--- src/rtl/countdown_timer.sv ---
// countdown_timer: loadable down-counter with start/hold control, 4 s / 2 s warnings, expiry pulse and done level
module countdown_timer #(
    parameter int WIDTH         = 16,
    parameter int TICKS_PER_SEC = 8
) (
    input  logic             clk,
    input  logic             reset,
    input  logic [WIDTH-1:0] D,
    input  logic             load,
    input  logic             start,
    input  logic             hold,
    input  logic             tick,
    output logic [WIDTH-1:0] time_left,
    output logic             running,
    output logic             warn_4,
    output logic             warn_2,
    output logic             expired,
    output logic             done
);
    typedef enum logic [2:0] {IDLE, ARMED, RUN, HOLD, DONE} state_t;

    localparam longint LIM = 64'(1) << WIDTH;
    localparam longint T4  = 64'(4) * TICKS_PER_SEC;
    localparam longint T2  = 64'(2) * TICKS_PER_SEC;
    localparam logic [WIDTH-1:0] TH4 = (T4 >= LIM) ? {WIDTH{1'b1}} : T4[WIDTH-1:0];
    localparam logic [WIDTH-1:0] TH2 = (T2 >= LIM) ? {WIDTH{1'b1}} : T2[WIDTH-1:0];

    state_t           state, state_n;
    logic [WIDTH-1:0] count_n;
    logic             expired_n;

    // state, count and expiry pulse registers; active-low synchronous reset wins over everything
    always_ff @(posedge clk) begin
        if (!reset) begin
            state     <= IDLE;
            time_left <= '0;
            expired   <= 1'b0;
        end else begin
            state     <= state_n;
            time_left <= count_n;
            expired   <= expired_n;
        end
    end

    // next state: load > start > hold > tick
    always_comb begin
        state_n   = state;
        count_n   = time_left;
        expired_n = 1'b0;
        if (load) begin
            count_n = D;
            state_n = (D != '0) ? ARMED : IDLE;
        end else begin
            case (state)
                ARMED: if (start) state_n = hold ? HOLD : RUN;
                RUN: begin
                    if (hold) begin
                        state_n = HOLD;
                    end else if (tick && time_left != '0) begin
                        count_n = time_left - 1'b1;
                        if (time_left == WIDTH'(1)) begin
                            state_n   = DONE;
                            expired_n = 1'b1;
                        end
                    end
                end
                HOLD: if (!hold) state_n = RUN;
                default: ;
            endcase
        end
    end

    assign running = (state == RUN) || (state == HOLD);
    assign done    = (state == DONE);
    assign warn_4  = running && (time_left != '0) && (time_left <= TH4);
    assign warn_2  = running && (time_left != '0) && (time_left <= TH2);
endmodule

--- config.mk ---
export PLATFORM = sky130hd
export DESIGN_NAME = countdown_timer
export DESIGN_NICKNAME = d
export VERILOG_FILES = /design/src/rtl/countdown_timer.sv
export SDC_FILE = /design/constraint.sdc
export NUM_CORES = 1
export LEC_CHECK = 0
export ABC_AREA = 1
export CAP_MARGIN = 20
export CORE_ASPECT_RATIO = 0.75
export CORE_UTILIZATION = 35
export DETAILED_ROUTE_END_ITERATION = 10
export PLACE_DENSITY_LB_ADDON = 0.2
export SLEW_MARGIN = 20
export SYNTH_ARGS = -nofsm -noshare
export SYNTH_HDL_FRONTEND = slang
export SYNTH_SLANG_ARGS = --single-unit
--- constraint.sdc ---
create_clock -name clk -period 1.4 [get_ports clk]
set_input_delay 0.14 -clock clk [delete_from_list [all_inputs] [get_ports clk]]
set_output_delay 0.14 -clock clk [all_outputs]
set_load 0.01 [all_outputs]
==> metrics.md, run 1 <==
| Metric | Value |
|---|---|
| Status | finished with violations |
| Failing checks | setup timing |
| Crit path to | time_left[14] |
| Syn nets | 265 |
| Diode count | 0 |
| Commonest non-fill, non-tap cell in the layout | buf_4 |
| Core Area | 0.00418 mm2 |
| Via density | 4.93 |
| CP Buf/Inv Count | 4 |
| Post-synthesis mux area share | 0% |
| Hold Path Class | in -> reg |
| Post-synthesis register bit count | 20 |
| Layout area overhead | 88.3% |
| Logic gate share of total power | 50.7% |
| Crit path from | time_left[1] |
| Die height | 60.1 um |
| Worst slew pin tran | 0.312 ns |
| # nets final | 370 |
| Synth Area in XOR/XNOR | 4.45% |
| Antenna viol nets, final | 0 |
| Global-route wire length before repair | 8.56 mm |
| Critical Path Fanout Max | 3 |
| CTS tree | done |
| Die width | 79.4 um |
| Worst-Skew Late Latency | 0.26 ns |
| Max frequency | 0.645 GHz |
| Delay-heaviest family, CP | simple AND/OR/NAND/NOR gates |
| Syn Area/Cell | 6.56 um2 |
| NetSw | 0.790 mW |
| Total congestion overflow | 0 |
| Clk_skew | 0.00275 ns |
| Post-Synth Simple-Gate Area | 46.1% |
| GRT Total Usage | 24.1% |
| # H-tree levels | 1 |
| Mapped cell area | 0.00157 mm2 |
| Clock-pin slew of the registers on the worst-case setup and hold paths | 0.07 ns |
| CTS Buf Count | 3 |
| Rel. slew slack | 79.1% |
| CTS sink count | 20 |
| Setup-failing EPs final | 20 |
| Final Hold Fails | 0 |
| Internal Power | 1.34 mW |
| Top Ports | 43 |
| Worst setup EP type | register |
| Fill cell count | 312 |
| DIE AREA | 0.00477 mm2 |
| Instance count on the critical path | 12 |
| Commonest non-fill, non-tap cells in the layout | 48 x buf_4, 43 x nand2_1, 26 x nor2_1, 22 x clkdlybuf4s50_1, 16 x nor2_4 |
| Ys Warns | 0 |
| Share of cells above drive strength 1 | 49.0% |
| Sw frac | 37.2% |
| Buffers on Ports | 42 |
| Main combinational cell family by area after synthesis | simple AND/OR/NAND/NOR gates |
| Critical Path Source Type | register |
| Reg-to-reg startpoint | time_left[1] |
| Post-layout minimum cycle time | 1.55 ns |
| Sequential power share | 31.0% |
| Worst endpoint required time | 1.61 ns |
| R2R depth | 12 |
| Crit path arrival time | 1.76 ns |
| Critical path's largest stage delay | 0.34 ns |
| Pin count of the biggest net entering global routing | 18 |
| Root Driver | clkbuf_8 |
| Pwr Total | 2.13 mW |
| Hold slack | 0.545 ns |
| Post-DR wirelength/cell | 14.3 um |
| Post-Synth Adder-Cell Area | 2.38% |
| Routed wire length | 5.70 mm |
| Max IR drop VDD | 0.380 mV |
| DRT Pass-1 Iters | 4 |
| Worst reg-to-reg setup slack | -0.15 ns |
| Count of unique library cells instantiated by Yosys | 36 |
| RSZ-0062 raised after global routing | true |
| Via count | 1961 |
| Fin crit share | 111% |
| Critical Path, Cell by Cell | inv_2 > ha_4 > nand2_4 > nor2_4 > nand2_4 > buf_6 > nand3_4 > buf_6 > nand3b_1 > nand3_1 > nand2_1 > inv_1 |
| Total power divided by cell area | 717 mW/mm2 |
| Final WS setup | -0.150 ns |
| Initial DRC Count | 95 |
| FP Rows | 20 |
| Compound-Gate Fraction of Synth Area | 13.0% |
| Worst R2R End | time_left[14] |
| Sequential share of the synthesized area | 25.4% |
| Initial antenna violation count | 0 |
| Clock group share of total power | 18.3% |
| Leak pwr | 1.40 nW |
| Max Slew Vio Count | 0 |
| Mapped Cells | 240 |
| WS Path Type | reg -> reg |
| Vias in the first global route | 1786 |
| Max Root-Sink Buffers | 2 |
| Starting Density | 37.7% |
| Max-cap violations | 0 |
| Placer Congestion | 0.886 |
| Post-route DRC | 0 |
| DP HPWL | 3.90 mm |
| Slowest cell on crit path | dfxtp_2 |
==> layer usage <==
layer | vias to the layer above | global-route usage (%) | wire, um
met5 | - | 0 | 0
met1 | 912 | 33.4 | 2680
li1 | 988 | - | -
met2 | 52 | 38.7 | 2660
met4 | 0 | 7.01 | 79
met3 | 9 | 3.82 | 271
==> final cells by class <==
cell class                      instances  area (um2)  share of cell area [%]
Timing Repair inverter                  1        16.3                   0.549
Clock buffer                            3        41.3                    1.39
Tap cell                               55        68.8                    2.32
Sequential cell                        20         420                    14.2
Timing Repair Buffer                  106         945                    31.9
Inverter                               21        95.1                    3.21
Multi-Input combinational cell        192        1380                    46.5
==> state kept, by name, summed over array words and instances, names as in the netlist <==
| register | flops |
|---|---|
| expired | 1 |
| state | 3 |
| time_left | 16 |
==> cell families after synthesis <==
kind of cell,Yosys count
compound gates,35
xor+xnor,8
fa+ha+maj,3
buf+inv,28
flops,20
simple gates,146
==> cell usage after synthesis (all sizes together) <==
| library cell | n | area, um2 |
|---|---|---|
| nand2 | 65 | 277 |
| nor2 | 47 | 238 |
| nand3 | 23 | 138 |
| dfxtp | 20 | 400 |
| inv | 19 | 71.3 |
| a21oi | 17 | 96.4 |
| o21ai | 12 | 60.1 |
| xor2 | 5 | 43.8 |
| buf | 4 | 38.8 |
| nor3 | 4 | 25.0 |
| a21boi | 3 | 22.5 |
| clkbuf | 3 | 11.3 |
| ha | 3 | 37.5 |
| nand4 | 3 | 18.8 |
| xnor2 | 3 | 26.3 |
| clkinv | 2 | 13.8 |
| nand3b | 2 | 15.0 |
| nor3b | 2 | 15.0 |
| a211oi | 1 | 12.5 |
| o21a | 1 | 7.51 |
| o22ai | 1 | 6.26 |
==> metrics by stage <==
stage               utilization, %  setup WS (ns)  TNS, ns  cells  cell area (um2)
floorplan                        -        0.00648        0    240             1580
CTS                           66.6         -0.132    -1.52    393             2780
finish                        70.9         -0.150    -1.77    398             2960
global route                  70.9         -0.214    -3.10    398             2960
detailed placement            57.9         -0.317    -3.13    382             2420
global placement              57.9         -0.289    -2.26    382             2420
==> timing repair <==
item / 4_1_cts / 5_1_grt
gates resized for setup: 103 / 39
buffers inserted: 10 / 7
pin swaps: 32 / 30
hold buffers: 0 / 0
endpoints found under the setup margin: 39 / 25
cloned: 1 / 0
==> power groups by stage <==
stage                     clock network, mW  registers [mW]  logic (mW)
after floorplan                           0           0.685       0.393
after global placement                    0           0.652       0.812
after detailed placement                  0           0.654       0.823
after CTS                             0.400           0.651       0.969
after global routing                  0.415           0.662        1.16
final                                 0.389           0.658        1.08
==> worst min path at each step <==
| stage | cells past startpoint | from | slack [ns] | end |
|---|---|---|---|---|
| 2_1_floorplan | 2 | D[2] | 0.31 | time_left[2] |
| 3_3_place_gp | 3 | state[2] | 0.57 | state[2] |
| 6_report | 3 | D[1] | 0.54 | time_left[1] |
| 3_5_place_dp | 3 | state[2] | 0.59 | state[2] |
| 5_1_grt | 5 | D[12] | 0.57 | time_left[12] |
| 4_1_cts | 3 | D[1] | 0.53 | time_left[1] |
==> tightest hold or removal path: cells and delay by family <==
family / cells / cell delay (ns)
AOI/OAI and AO/OA: 2 / 0.21
buffers and inverters: 1 / 0.42
No activity file was read; power rests on OpenSTA's default activity.
==> inputs of run 2 (changes only) <==
Settings changed: CELL_PAD_IN_SITES_DETAIL_PLACEMENT set to 0, CELL_PAD_IN_SITES_GLOBAL_PLACEMENT set to 1, CORE_UTILIZATION 35 to 30, REMOVE_ABC_BUFFERS set to 1.
==> run 2 against run 1 <==
Against the previous run: the run still ends with setup timing left; global-route usage down 4.1 points; register-to-register slack about the same; combinational power fell by 8%; first-iteration DRC count is 32% lower; critical path depth shrank 1; cell count rose by 3.0%; die area rose by 16%; power down 0.57%; highest routed layer unchanged; largest power group unchanged; utilization decreased by 12 points; cell area shrank 1.4%; flip-flop and latch count did not move; worst setup slack gained 0.010 ns.
==> metrics.md, run 2 (synthesized netlist as in run 1, its figures left out) <==
| Metric | Value |
|---|---|
| Status | finished with violations |
| Failing checks | setup timing |
| Crit path to | time_left[0] |
| Post-layout minimum cycle time | 1.54 ns |
| Setup TNS | -1.39 ns |
| Core Area | 0.00498 mm2 |
| Root Driver | clkbuf_8 |
| RSZ-0062 raised after global routing | true |
| DIE AREA | 0.00554 mm2 |
| GRT Total Usage | 20.0% |
| Worst reg-to-reg setup slack | -0.14 ns |
| Diode count | 0 |
| Crit path arrival time | 1.70 ns |
| Top Ports | 43 |
| Critical Path Fanout Max | 7 |
| Share of cells above drive strength 1 | 47.6% |
| WS Path Type | reg -> reg |
| Max Root-Sink Buffers | 2 |
| Final WS setup | -0.140 ns |
| Design Area, Final | 0.00292 mm2 |
| CTS tree | done |
| CTS sink count | 20 |
| Max Slew Vio Count | 0 |
| Total congestion overflow | 0 |
| Post-DR wirelength/cell | 12.6 um |
| Die height | 64.7 um |
| Max frequency | 0.650 GHz |
| Global-route wire length before repair | 8.67 mm |
| Max reg flops | 16 |
| Fin crit share | 110% |
| Die width | 85.6 um |
| Worst R2R End | time_left[0] |
| Clk_skew | 0.00443 ns |
| FP Rows | 22 |
| Rel. slew slack | 79.3% |
| Max IR drop VDD | 0.420 mV |
| Hold Path Class | in -> reg |
| Leak pwr | 1.35 nW |
| Starting Density | 31.6% |
| Reg-to-reg startpoint | time_left[1] |
| Crit path from | time_left[1] |
| R2R depth | 11 |
| Post-route DRC | 0 |
| Critical Path Source Type | register |
| Placer Congestion | 0.784 |
| Pwr Total | 2.11 mW |
| Buffers on Ports | 42 |
| Routed wire length | 5.18 mm |
| Final Hold Fails | 0 |
| Worst slew pin tran | 0.309 ns |
| Fill cell count | 474 |
| Total power divided by cell area | 723 mW/mm2 |
| Initial DRC Count | 65 |
| Antenna viol nets, final | 0 |
| Via density | 4.60 |
| DRT Pass-1 Iters | 5 |
| Biggest register | time_left |
| Clock-pin slew of the registers on the worst-case setup and hold paths | 0.08 ns |
| # nets final | 364 |
| Vias in the first global route | 1817 |
| Max-cap violations | 0 |
| Worst endpoint required time | 1.56 ns |
| Worst-Skew Late Latency | 0.26 ns |
| Pin count of the biggest net entering global routing | 14 |
| Via count | 1885 |
| Commonest non-fill, non-tap cells in the layout | 44 x buf_4, 43 x nand2_1, 24 x nor2_1, 22 x clkdlybuf4s50_1, 17 x dlygate4sd2_1 |
| Layout area overhead | 85.7% |
| Top Registers | time_left: 16 flops, state: 3 flops, expired: 1 flops |
| CTS Buf Count | 3 |
| DP HPWL | 3.76 mm |
| # H-tree levels | 1 |
| Initial antenna violation count | 0 |
| Worst setup EP type | register |
| Area after DPL | 0.00242 mm2 |
| Setup-failing EPs final | 19 |
| Commonest non-fill, non-tap cell in the layout | buf_4 |
-- run 2: repair_timing --
item / 4_1_cts / 5_1_grt
cloned: 1 / 0
pin swaps: 17 / 19
hold buffers: 0 / 0
resized for setup: 100 / 37
setup buffers: 4 / 4
endpoints found under the setup margin: 36 / 22
-- run 2: final cells by class --
type,instances,area (um2),area share (%)
multi-input cells,192,1350,46.3
repair buffers,100,886,30.3
flip-flops and latches,20,428,14.6
inverters,21,95.1,3.25
well taps,72,90.1,3.08
clock buffers,4,55.1,1.88
repair inverters,1,16.3,0.557
-- run 2: worst min path at each step --
| stage | startpoint | end | slack [ns] | cells after the start |
|---|---|---|---|---|
| finish | D[1] | time_left[1] | 0.52 | 3 |
| CTS | D[1] | time_left[1] | 0.52 | 3 |
| global route | D[1] | time_left[1] | 0.55 | 3 |
| detailed placement | state[2] | state[2] | 0.57 | 3 |
| global placement | state[2] | state[2] | 0.56 | 3 |
| floorplan | reset | time_left[11] | 0.24 | 2 |
-- run 2: per-stage QoR --
stage               cells  utilization, %  worst slack, ns  hold slack, ns
floorplan             233               -           -0.164           0.238
global placement      397            48.6           -0.287           0.565
detailed placement    397            48.6           -0.292           0.572
CTS                   406            55.2           -0.110           0.518
global route          410            58.7           -0.220           0.547
finish                410            58.7           -0.140           0.523
-- run 2: critical path: stages, from the launching register on --
cell and delay, ns:
dfxtp_2 0.33, inv_2 0.08, ha_4 0.14, nand2_4 0.06, nor2_4 0.10, nand2_4 0.06, buf_6 0.13, nand3_4 0.09
nand2_8 0.13, buf_12 0.16, o21ai_2 0.10, a21oi_1 0.05
-- run 2: report_power, final --
part / leakage [nW] / total [mW] / internal, mW / switching [mW]
clock network: 0.0288 / 0.467 / 0.251 / 0.216
logic: 1.15 / 0.993 / 0.486 / 0.507
registers: 0.171 / 0.654 / 0.613 / 0.0407
total: 1.35 / 2.11 / 1.35 / 0.763
-- run 2: routing by layer --
| layer | part of all wire [%] | global-route usage, % | vias up |
|---|---|---|---|
| li1 | - | - | 980 |
| met1 | 51 | 27.6 | 856 |
| met2 | 44 | 31.7 | 45 |
| met3 | 4.7 | 4.46 | 4 |
| met4 | 0.41 | 4.38 | 0 |
| met5 | 0 | 0 | - |
